`config.mk`:
```
export PLATFORM = sky130hd
export DESIGN_NAME = snake_game_core
export DESIGN_NICKNAME = d
export VERILOG_FILES = /design/src/rtl/snake_game_core.sv
export SDC_FILE = /design/constraint.sdc
export NUM_CORES = 1
export LEC_CHECK = 0
export BUFFER_PORTS_ARGS = -buffer_cell sky130_fd_sc_hd__clkbuf_2
export CAP_MARGIN = 40
export CORE_UTILIZATION = 45
export CTS_BUF_LIST = sky130_fd_sc_hd__clkbuf_8
export CTS_CLUSTER_DIAMETER = 80
export DETAILED_ROUTE_END_ITERATION = 10
export SLEW_MARGIN = 15
export SYNTH_ARGS = -nofsm -noshare
export SYNTH_HDL_FRONTEND = slang
export SYNTH_SLANG_ARGS = --single-unit
```
`constraint.sdc`:
```
create_clock -name hwclk -period 11.4 [get_ports hwclk]
set_clock_uncertainty 0.2 [all_clocks]
set_input_delay 2.28 -clock hwclk [delete_from_list [all_inputs] [get_ports hwclk]]
set_output_delay 2.28 -clock hwclk [all_outputs]
set_load 0.01 [all_outputs]
```
`src/rtl/snake_game_core.sv`:
```
// snake_game_core: snake game state machine with apple placement and per-cell query
// Ports: hwclk/nrst clock and async active-low reset; start begins or restarts a game;
//   dir_valid/dir steer the snake (00 up, 01 down, 10 left, 11 right);
//   apple_x/apple_y offer a candidate apple cell; query_x/query_y select a cell to classify
//   into is_head/is_body/is_apple/is_border; apple_eaten pulses after a growth step;
//   game_over/game_won/length/state report game status.
// Build option: define SNAKE_WRAP_EN to wrap through the border instead of colliding with it.
module snake_game_core #(
  parameter int GRID_W   = 16,
  parameter int GRID_H   = 12,
  parameter int CW       = 4,
  parameter int MAX_LEN  = 32,
  parameter int TICK_DIV = 4
) (
  input  logic                         hwclk,
  input  logic                         nrst,
  input  logic                         start,
  input  logic                         dir_valid,
  input  logic [1:0]                   dir,
  input  logic [CW-1:0]                apple_x,
  input  logic [CW-1:0]                apple_y,
  input  logic [CW-1:0]                query_x,
  input  logic [CW-1:0]                query_y,
  output logic                         is_head,
  output logic                         is_body,
  output logic                         is_apple,
  output logic                         is_border,
  output logic                         apple_eaten,
  output logic                         game_over,
  output logic                         game_won,
  output logic [$clog2(MAX_LEN+1)-1:0] length,
  output logic [1:0]                   state
);
  localparam int LW = $clog2(MAX_LEN + 1);
  localparam int TW = TICK_DIV > 1 ? $clog2(TICK_DIV) : 1;
  localparam logic [CW-1:0] XMAX = CW'(GRID_W - 1);
  localparam logic [CW-1:0] YMAX = CW'(GRID_H - 1);
  localparam logic [CW-1:0] HX0 = CW'(GRID_W / 2);
  localparam logic [CW-1:0] HY0 = CW'(GRID_H / 2);
  localparam logic [LW-1:0] LMAX = LW'(MAX_LEN);
  localparam logic [TW-1:0] TLAST = TW'(TICK_DIV - 1);
  localparam logic [1:0] UP = 2'b00, DN = 2'b01, LT = 2'b10, RT = 2'b11;
  typedef enum logic [1:0] {IDLE = 2'b00, RUN = 2'b01, OVER = 2'b10, WIN = 2'b11} st_t;
  st_t st, st_nx;
  logic [CW-1:0] seg_x [MAX_LEN];
  logic [CW-1:0] seg_y [MAX_LEN];
  logic [CW-1:0] ax, ay, rx, ry, nx, ny;
  logic [1:0] cur, pend, eff;
  logic [TW-1:0] cnt;
  logic apple_ok, step, edge_hit, body_hit, crash, grow, cand_ok, occ;

  function automatic logic on_edge(input logic [CW-1:0] x, input logic [CW-1:0] y);
    return x == '0 || x == XMAX || y == '0 || y == YMAX;
  endfunction

  function automatic logic [CW-1:0] init_x(input int i);
    return i < 3 ? HX0 - CW'(i) : '0;
  endfunction

  function automatic logic [CW-1:0] init_y(input int i);
    return i < 3 ? HY0 : '0;
  endfunction

  assign step = st == RUN && cnt == TLAST && !start;
  // a request arriving on a step cycle is judged against the direction about to take effect
  assign eff = step ? pend : cur;
  assign rx = pend == LT ? seg_x[0] - CW'(1) : pend == RT ? seg_x[0] + CW'(1) : seg_x[0];
  assign ry = pend == UP ? seg_y[0] - CW'(1) : pend == DN ? seg_y[0] + CW'(1) : seg_y[0];
`ifdef SNAKE_WRAP_EN
  assign nx = rx == '0 ? XMAX - CW'(1) : rx == XMAX ? CW'(1) : rx;
  assign ny = ry == '0 ? YMAX - CW'(1) : ry == YMAX ? CW'(1) : ry;
  assign edge_hit = 1'b0;
`else
  assign nx = rx;
  assign ny = ry;
  assign edge_hit = on_edge(rx, ry);
`endif

  // the tail segment (length-1) vacates on the step, so it is excluded from the self-hit test
  always_comb begin
    body_hit = 1'b0;
    occ = 1'b0;
    is_body = 1'b0;
    for (int i = 0; i < MAX_LEN; i++) begin
      body_hit |= LW'(i) + LW'(1) < length && seg_x[i] == nx && seg_y[i] == ny;
      occ |= LW'(i) < length && seg_x[i] == apple_x && seg_y[i] == apple_y;
      is_body |= i > 0 && LW'(i) < length && seg_x[i] == query_x && seg_y[i] == query_y;
    end
  end

  assign crash = edge_hit || body_hit;
  assign grow = apple_ok && nx == ax && ny == ay && !crash;
  assign cand_ok = apple_x != '0 && apple_x < XMAX && apple_y != '0 && apple_y < YMAX && !occ;

  always_ff @(posedge hwclk or negedge nrst) begin
    if (!nrst) st <= IDLE;
    else st <= st_nx;
  end

  always_comb begin
    st_nx = start ? RUN : !step ? st : crash ? OVER : grow && length + LW'(1) == LMAX ? WIN : st;
  end

  always_ff @(posedge hwclk or negedge nrst) begin
    if (!nrst) begin
      for (int i = 0; i < MAX_LEN; i++) begin
        seg_x[i] <= init_x(i);
        seg_y[i] <= init_y(i);
      end
      length <= LW'(3);
      cur <= RT;
      pend <= RT;
      apple_ok <= 1'b0;
      ax <= '0;
      ay <= '0;
      cnt <= '0;
      apple_eaten <= 1'b0;
    end else begin
      cnt <= st == RUN && !start && cnt != TLAST ? cnt + TW'(1) : '0;
      apple_eaten <= step && grow;
      if (dir_valid && !(dir[1] == eff[1] && dir[0] != eff[0])) pend <= dir;
      if (start) begin
        for (int i = 0; i < MAX_LEN; i++) begin
          seg_x[i] <= init_x(i);
          seg_y[i] <= init_y(i);
        end
        length <= LW'(3);
        cur <= RT;
        pend <= RT;
        apple_ok <= 1'b0;
      end else if (step && !crash) begin
        seg_x[0] <= nx;
        seg_y[0] <= ny;
        for (int i = 1; i < MAX_LEN; i++) begin
          seg_x[i] <= seg_x[i-1];
          seg_y[i] <= seg_y[i-1];
        end
        cur <= pend;
        if (grow) begin
          length <= length + LW'(1);
          apple_ok <= 1'b0;
        end
      end else if (st == RUN && !step && !apple_ok && cand_ok) begin
        apple_ok <= 1'b1;
        ax <= apple_x;
        ay <= apple_y;
      end
    end
  end

  assign is_head = query_x == seg_x[0] && query_y == seg_y[0];
  assign is_apple = apple_ok && query_x == ax && query_y == ay;
  assign is_border = on_edge(query_x, query_y);
  assign game_over = st == OVER;
  assign game_won = st == WIN;
  assign state = st;
endmodule

```
======== After elaboration in Yosys (flattened, before gate mapping) ========
Cells that the tools add are included.
word-level totals
  word-level logic and storage cells ...... 687
  register bits after elaboration ......... 280
cells by class
  eq/ne operators ......................... 212
  magnitude comparators ................... 35
  $add $sub $neg .......................... 6
  multiplexer cells ....................... 25
  reduce and logical (&&, ||, !) cells .... 242
  bitwise logic cells ..................... 94
operators by type and width
  cell                                                count
  equality test 4 bit                                 196
  2-to-1 mux 128 bit                                  4
  logical AND 1 bit                                   212
  < comparator 5 x 6 -> 1 bit (first input constant)  16
  OR 1 bit                                            92
  < comparator 4 x 6 -> 1 bit (first input constant)  8
  < comparator 3 x 6 -> 1 bit (first input constant)  4
  2-to-1 mux 2 bit                                    10
  2-to-1 mux 6 bit                                    3
  equality test 4 bit (second input constant)         4
  logical NOT 4 bit                                   4
  2-to-1 mux 4 bit                                    4
  < comparator 1 x 6 -> 1 bit (first input constant)  2
  < comparator 2 x 6 -> 1 bit (first input constant)  2
  equality test 2 bit (second input constant)         5
  adder 4 x 1 -> 4 bit (second input constant)        2
  < comparator 4 bit (second input constant)          2
  nonzero test 2 bit                                  4
  nonzero test 4 bit                                  2
  subtractor 4 x 1 -> 4 bit (second input constant)   2
  logical OR 1 bit                                    7
  adder 6 x 1 -> 6 bit (second input constant)        1
  equality test 6 bit (second input constant)         1
  logical NOT 1 bit                                   6
  other kinds (13)                                    21

======== Longest topological paths before layout ========
  word-level depth ........................ 45
  mapped depth ............................ 20
  mapped depth without buffers ............ 12

======== Least setup slack after synthesis ========
OpenSTA, ideal clock, no wires.
  path kind ............................... input-to-output
  from .................................... in query_x[0]
  to ...................................... out is_body
  arrival ................................. 4.397 ns
  data required time ...................... 8.920 ns
  stages on the path ...................... 9
  setup slack ............................. 4.523 ns
  cells stage by stage .................... clkbuf_1 clkbuf_1 clkbuf_1 xor2_1 nor4_1 o211ai_1 nor4_1 o21ai_0 o2111ai_1
between the ends
  word-level cells in the longest chain between the ends .. 33
  elaborated cells between the ends (all ways) .. 123
  those cells by class .................... 31 x eq/ne; 30 x bitwise; 62 x reduce/logical
RTL lines
  what                            line  text
  start, declared                 22    input logic [CW-1:0] query_x,
  equality test 4 bit             87    is_body |= i > 0 && LW'(i) < length && seg_x[i] == query_x && seg_y[i] == query_y;
  logical AND 1 bit (2 in a row)  87
  OR 1 bit (29 in a row)          87
  OR 1 bit (*)                    87
  end, declared                   25    output logic is_body,
Mark *: on every way between the ends. The rest lies on a longest branch, timed or not.

======== Worst setup path after layout ========
  from .................................... in query_x[1]
  to ...................................... out is_body
The elaborated chain is that of the path after synthesis.

==> results.sh <==
export IMPL_final_hold_violation_count=0
export IMPL_clk_pin_slew_worst_paths_ns=0.05
export IMPL_maxClockFrequency_mhz=125
export IMPL_routed_via_count=20400
export IMPL_clock_tree_htree_level_count=2
export IMPL_startpoint_type="input port"
export IMPL_flip_flop_cell_with_the_highest_count_after_synthesis="sky130_fd_sc_hd__dfrtp_1"
export IMPL_number_of_synthesized_flops_with_an_enable_pin=0
export IMPL_grt_antenna_before_repair=2
export IMPL_layout_drive_gt1_share_pct=16.0
export IMPL_io_pins=37
export IMPL_hold_class="register to register"
export IMPL_gpl_final_weighted_congestion=0.984
export IMPL_clockBufferDepth=3
export IMPL_synth_sequential_area_ratio_pct=28.4
export IMPL_critPathMaxFanout=22
export IMPL_start_util_pct=45.8
export IMPL_timing_final_crit_share_pct=70.3
export IMPL_design_final_nets=2484
export IMPL_total_power_divided_by_cell_area_nw_per_um2=97.0
export IMPL_synthMuxAreaShare_pct=13.6
export IMPL_synth_adder_area_share_pct=0.404
export IMPL_worst_vdd_drop_v=0.0000714
export IMPL_synth_top_family_by_area="XOR/XNOR gates"
export IMPL_row_count=85
export IMPL_grt_pass1_wl_mm=144
export IMPL_globalRouteOverflowTotal=0
export IMPL_worstSkewPairLatency_ns=0.67
export IMPL_synth_area_per_cell_um2=9.76
export IMPL_detailed_place_hpwl_mm=63.6
export IMPL_postRouteAntennaNets=0
export IMPL_cts_buffers=55
export IMPL_cts_tree="yes"
export IMPL_drt_pass1_iterations=5
export IMPL_maxCapViolations=0
export IMPL_grt_start_max_net_pins=119
export IMPL_highest_signal_layer="met4"
export IMPL_path_class="input port to primary output"
export IMPL_grt_total_usage_pct=34.9
export IMPL_setup_worst_path_end_class="primary output"
export IMPL_die_width_um=237
export IMPL_cts_root_buffer_cell="sky130_fd_sc_hd__clkbuf_8"
export IMPL_first_global_vias=20300
export IMPL_via_per_inst=6.40
export IMPL_post_synth_num_cell_types=78
export IMPL_drt_initial_drc_count=2025
export IMPL_cp_data_required_time_ns=8.92
export IMPL_syn_area_um2=24800
export IMPL_synth_compound_area_share_pct=6.66
export IMPL_dieHeight_um=237
export IMPL_met2WireLength_mm=42.8
export IMPL_synth_xor_area_share_pct=29.2
export IMPL_floorplan_die_area_um2=56000
export IMPL_clkSinkCount=280
export IMPL_yosys_register_bits=280
export IMPL_synthesis_warnings=0
export IMPL_synth_simple_gate_area_share_pct=16.7
export IMPL_gates_resized_cts_repair=0
export IMPL_timing_setup_tns_ns=0
export IMPL_rsz0062_at_grt="no"
export IMPL_postRouteWirelength_mm=98.1
export IMPL_worst_endpoint_arrival_ns=5.54
export IMPL_route_layer_met1_wl_mm=40.9
export IMPL_route_detailed_wl_per_inst_um=30.7
export IMPL_synth_nets=2569
export IMPL_area_growth_pct=7.33
export IMPL_timing_slew_headroom_pct=30.8
export IMPL_syn_inst=2539
export IMPL_finalPower_mw=2.58
export IMPL_max_slew_worst_pin_slew_ns=1.03
export IMPL_drcViolationCount=0
export IMPL_p_leak_nw=11.4
export IMPL_post_cts_repair_setup_buffers=0
export IMPL_timing_final_max_slew_violations=0
export IMPL_outcome="finished clean"
export IMPL_floorplan_core_area_um2=54100
export IMPL_port_buffer_count=36
export IMPL_detailroute_wirelength_met3_mm=9.19
export IMPL_hold_buffers=0
export IMPL_async_flop_share_pct=100
export IMPL_finalSetupViolCount=0
export IMPL_finalCriticalPeriod_ns=8.02
==> critical path: stages <==
cell and delay (ns):
sky130_fd_sc_hd__clkbuf_2 0.54, sky130_fd_sc_hd__buf_4 0.54, sky130_fd_sc_hd__xnor2_1 0.11, sky130_fd_sc_hd__nand4_1 0.11, sky130_fd_sc_hd__nor3_1 0.10, sky130_fd_sc_hd__a31oi_1 0.25, sky130_fd_sc_hd__o311ai_0 0.20, sky130_fd_sc_hd__nor4_1 0.30
sky130_fd_sc_hd__nand4_1 0.22, sky130_fd_sc_hd__nor3_1 0.32, sky130_fd_sc_hd__o2111ai_1 0.28, sky130_fd_sc_hd__clkbuf_2 0.22
==> registers in the layout (all words and copies together) (netlist names) <==
signal	flops
apple_eaten	1
apple_ok	1
seg_y	128
ay	4
pend	2
seg_x	128
cnt	2
cur	2
state	2
length	6
ax	4
==> per-layer routing <==
| layer | track usage (%) | vias to the layer above |
|---|---|---|
| met1 | 47.3 | 10300 |
| li1 | - | 8567 |
| met4 | 17.5 | 0 |
| met2 | 53.0 | 1225 |
| met3 | 6.92 | 324 |
| met5 | 0 | - |
==> cells by family after synthesis <==
group                      Yosys count
and+or+nand+nor                    708
AOI/OAI and AO/OA                  230
xor gates and xnor gates           788
buffers and inverters              273
adders and majority gates            8
DFF                                280
muxes                              252
==> through the flow <==
stage | utilization, % | std cells | cell area (µm²) | worst slack (ns) | hold slack [ns]
after detailed placement | 47.0 | 3093 | 25400 | 3.49 | 0.239
after global routing | 49.1 | 3197 | 26600 | 3.25 | 0.262
after global placement | 46.7 | 3080 | 25300 | 3.56 | 0.221
after floorplan | - | 2539 | 24800 | 4.52 | 0.210
final | 49.1 | 3197 | 26600 | 3.38 | 0.240
after CTS | 49.1 | 3196 | 26600 | 3.47 | 0.246
==> area by class of cell <==
cell class | instances | area (µm²)
fill | 4959 | 27500
multi-input combinational | 1986 | 16600
sequential | 280 | 7030
clock buffer | 67 | 922
tap | 696 | 871
timing repair buffer | 109 | 853
clock inverter | 36 | 234
inverter | 22 | 82.6
antenna | 1 | 2.50
==> placed cells by master, fill, tap and decap left out, drive strengths merged, types with 9 or more instances in the layout <==
master / instances
o21ai: 38
mux2i: 11
buf: 73
xnor2: 529
nand4: 107
nor4: 100
xor2: 237
or4: 9
a21boi: 12
nor2b: 234
a31oi: 30
nand3: 41
o211ai: 11
mux2: 241
nand2: 47
a31o: 11
a21oi: 33
nor3: 60
or2: 9
a2111oi: 9
or3: 11
xnor3: 22
dfstp: 18
inv: 45
dfrtp: 262
nor2: 49
and3: 13
clkbuf: 102
o2111ai: 15
==> power breakdown <==
part / switching (mW) / total (mW) / internal, mW
Clock: 0.486 / 1.08 / 0.598
Sequential: 0.0223 / 1.03 / 1.01
Combinational: 0.297 / 0.464 / 0.167
Total: 0.805 / 2.58 / 1.77
==> cells in the mapped netlist, types with 5 or more instances <==
cell	n	area share (%)
sky130_fd_sc_hd__xnor2_1	525	19
sky130_fd_sc_hd__dfrtp_1	262	26
sky130_fd_sc_hd__xor2_1	236	8.3
sky130_fd_sc_hd__nor2b_1	234	5.9
sky130_fd_sc_hd__clkbuf_1	147	2.2
sky130_fd_sc_hd__mux2_4	147	8.9
sky130_fd_sc_hd__nand4_1	107	2.7
sky130_fd_sc_hd__nor4_1	96	2.4
sky130_fd_sc_hd__mux2_1	84	3.8
sky130_fd_sc_hd__nor3_1	60	1.2
sky130_fd_sc_hd__nor2_1	49	0.74
sky130_fd_sc_hd__nand2_1	47	0.71
sky130_fd_sc_hd__buf_1	44	0.67
sky130_fd_sc_hd__nand3_1	41	0.83
sky130_fd_sc_hd__o21ai_0	37	0.75
sky130_fd_sc_hd__buf_2	35	0.71
sky130_fd_sc_hd__a21oi_1	31	0.63
sky130_fd_sc_hd__a31oi_1	30	0.76
sky130_fd_sc_hd__buf_6	22	1.0
sky130_fd_sc_hd__xnor3_1	22	2.0
sky130_fd_sc_hd__inv_1	21	0.32
sky130_fd_sc_hd__dfstp_2	18	1.9
sky130_fd_sc_hd__o2111ai_1	15	0.53
sky130_fd_sc_hd__and3_1	13	0.33
sky130_fd_sc_hd__a21boi_0	11	0.33
sky130_fd_sc_hd__mux2i_1	11	0.44
sky130_fd_sc_hd__o211ai_1	11	0.33
sky130_fd_sc_hd__or3_1	11	0.28
sky130_fd_sc_hd__mux2_2	10	0.45
sky130_fd_sc_hd__a2111oi_0	9	0.32
sky130_fd_sc_hd__or2_2	9	0.23
sky130_fd_sc_hd__a21o_1	8	0.24
sky130_fd_sc_hd__ha_1	8	0.40
sky130_fd_sc_hd__a31o_1	7	0.25
sky130_fd_sc_hd__and2_1	7	0.18
sky130_fd_sc_hd__nand2b_1	7	0.18
sky130_fd_sc_hd__or4_1	7	0.21
sky130_fd_sc_hd__a211o_1	6	0.21
sky130_fd_sc_hd__a211oi_1	6	0.18
sky130_fd_sc_hd__o22ai_1	6	0.15
sky130_fd_sc_hd__and4_1	5	0.18
sky130_fd_sc_hd__o211a_1	5	0.20
==> final timing paths <==
check | from | end | slack, ns | cells after the start
setup / recovery | query_x[1] | is_body | 3.38 | 12
hold / removal | cnt[0] | cnt[0] | 0.24 | 1
setup reg to reg | seg_x[124] | seg_x[83] | 4.83 | 13
hold reg to reg | cnt[0] | cnt[0] | 0.24 | 1
max in group asynchronous | nrst | seg_x[124] | 8.20 | 2
min in group asynchronous | nrst | seg_y[66] | 1.40 | 1
Note: power is estimated with default switching activity, not from simulation.
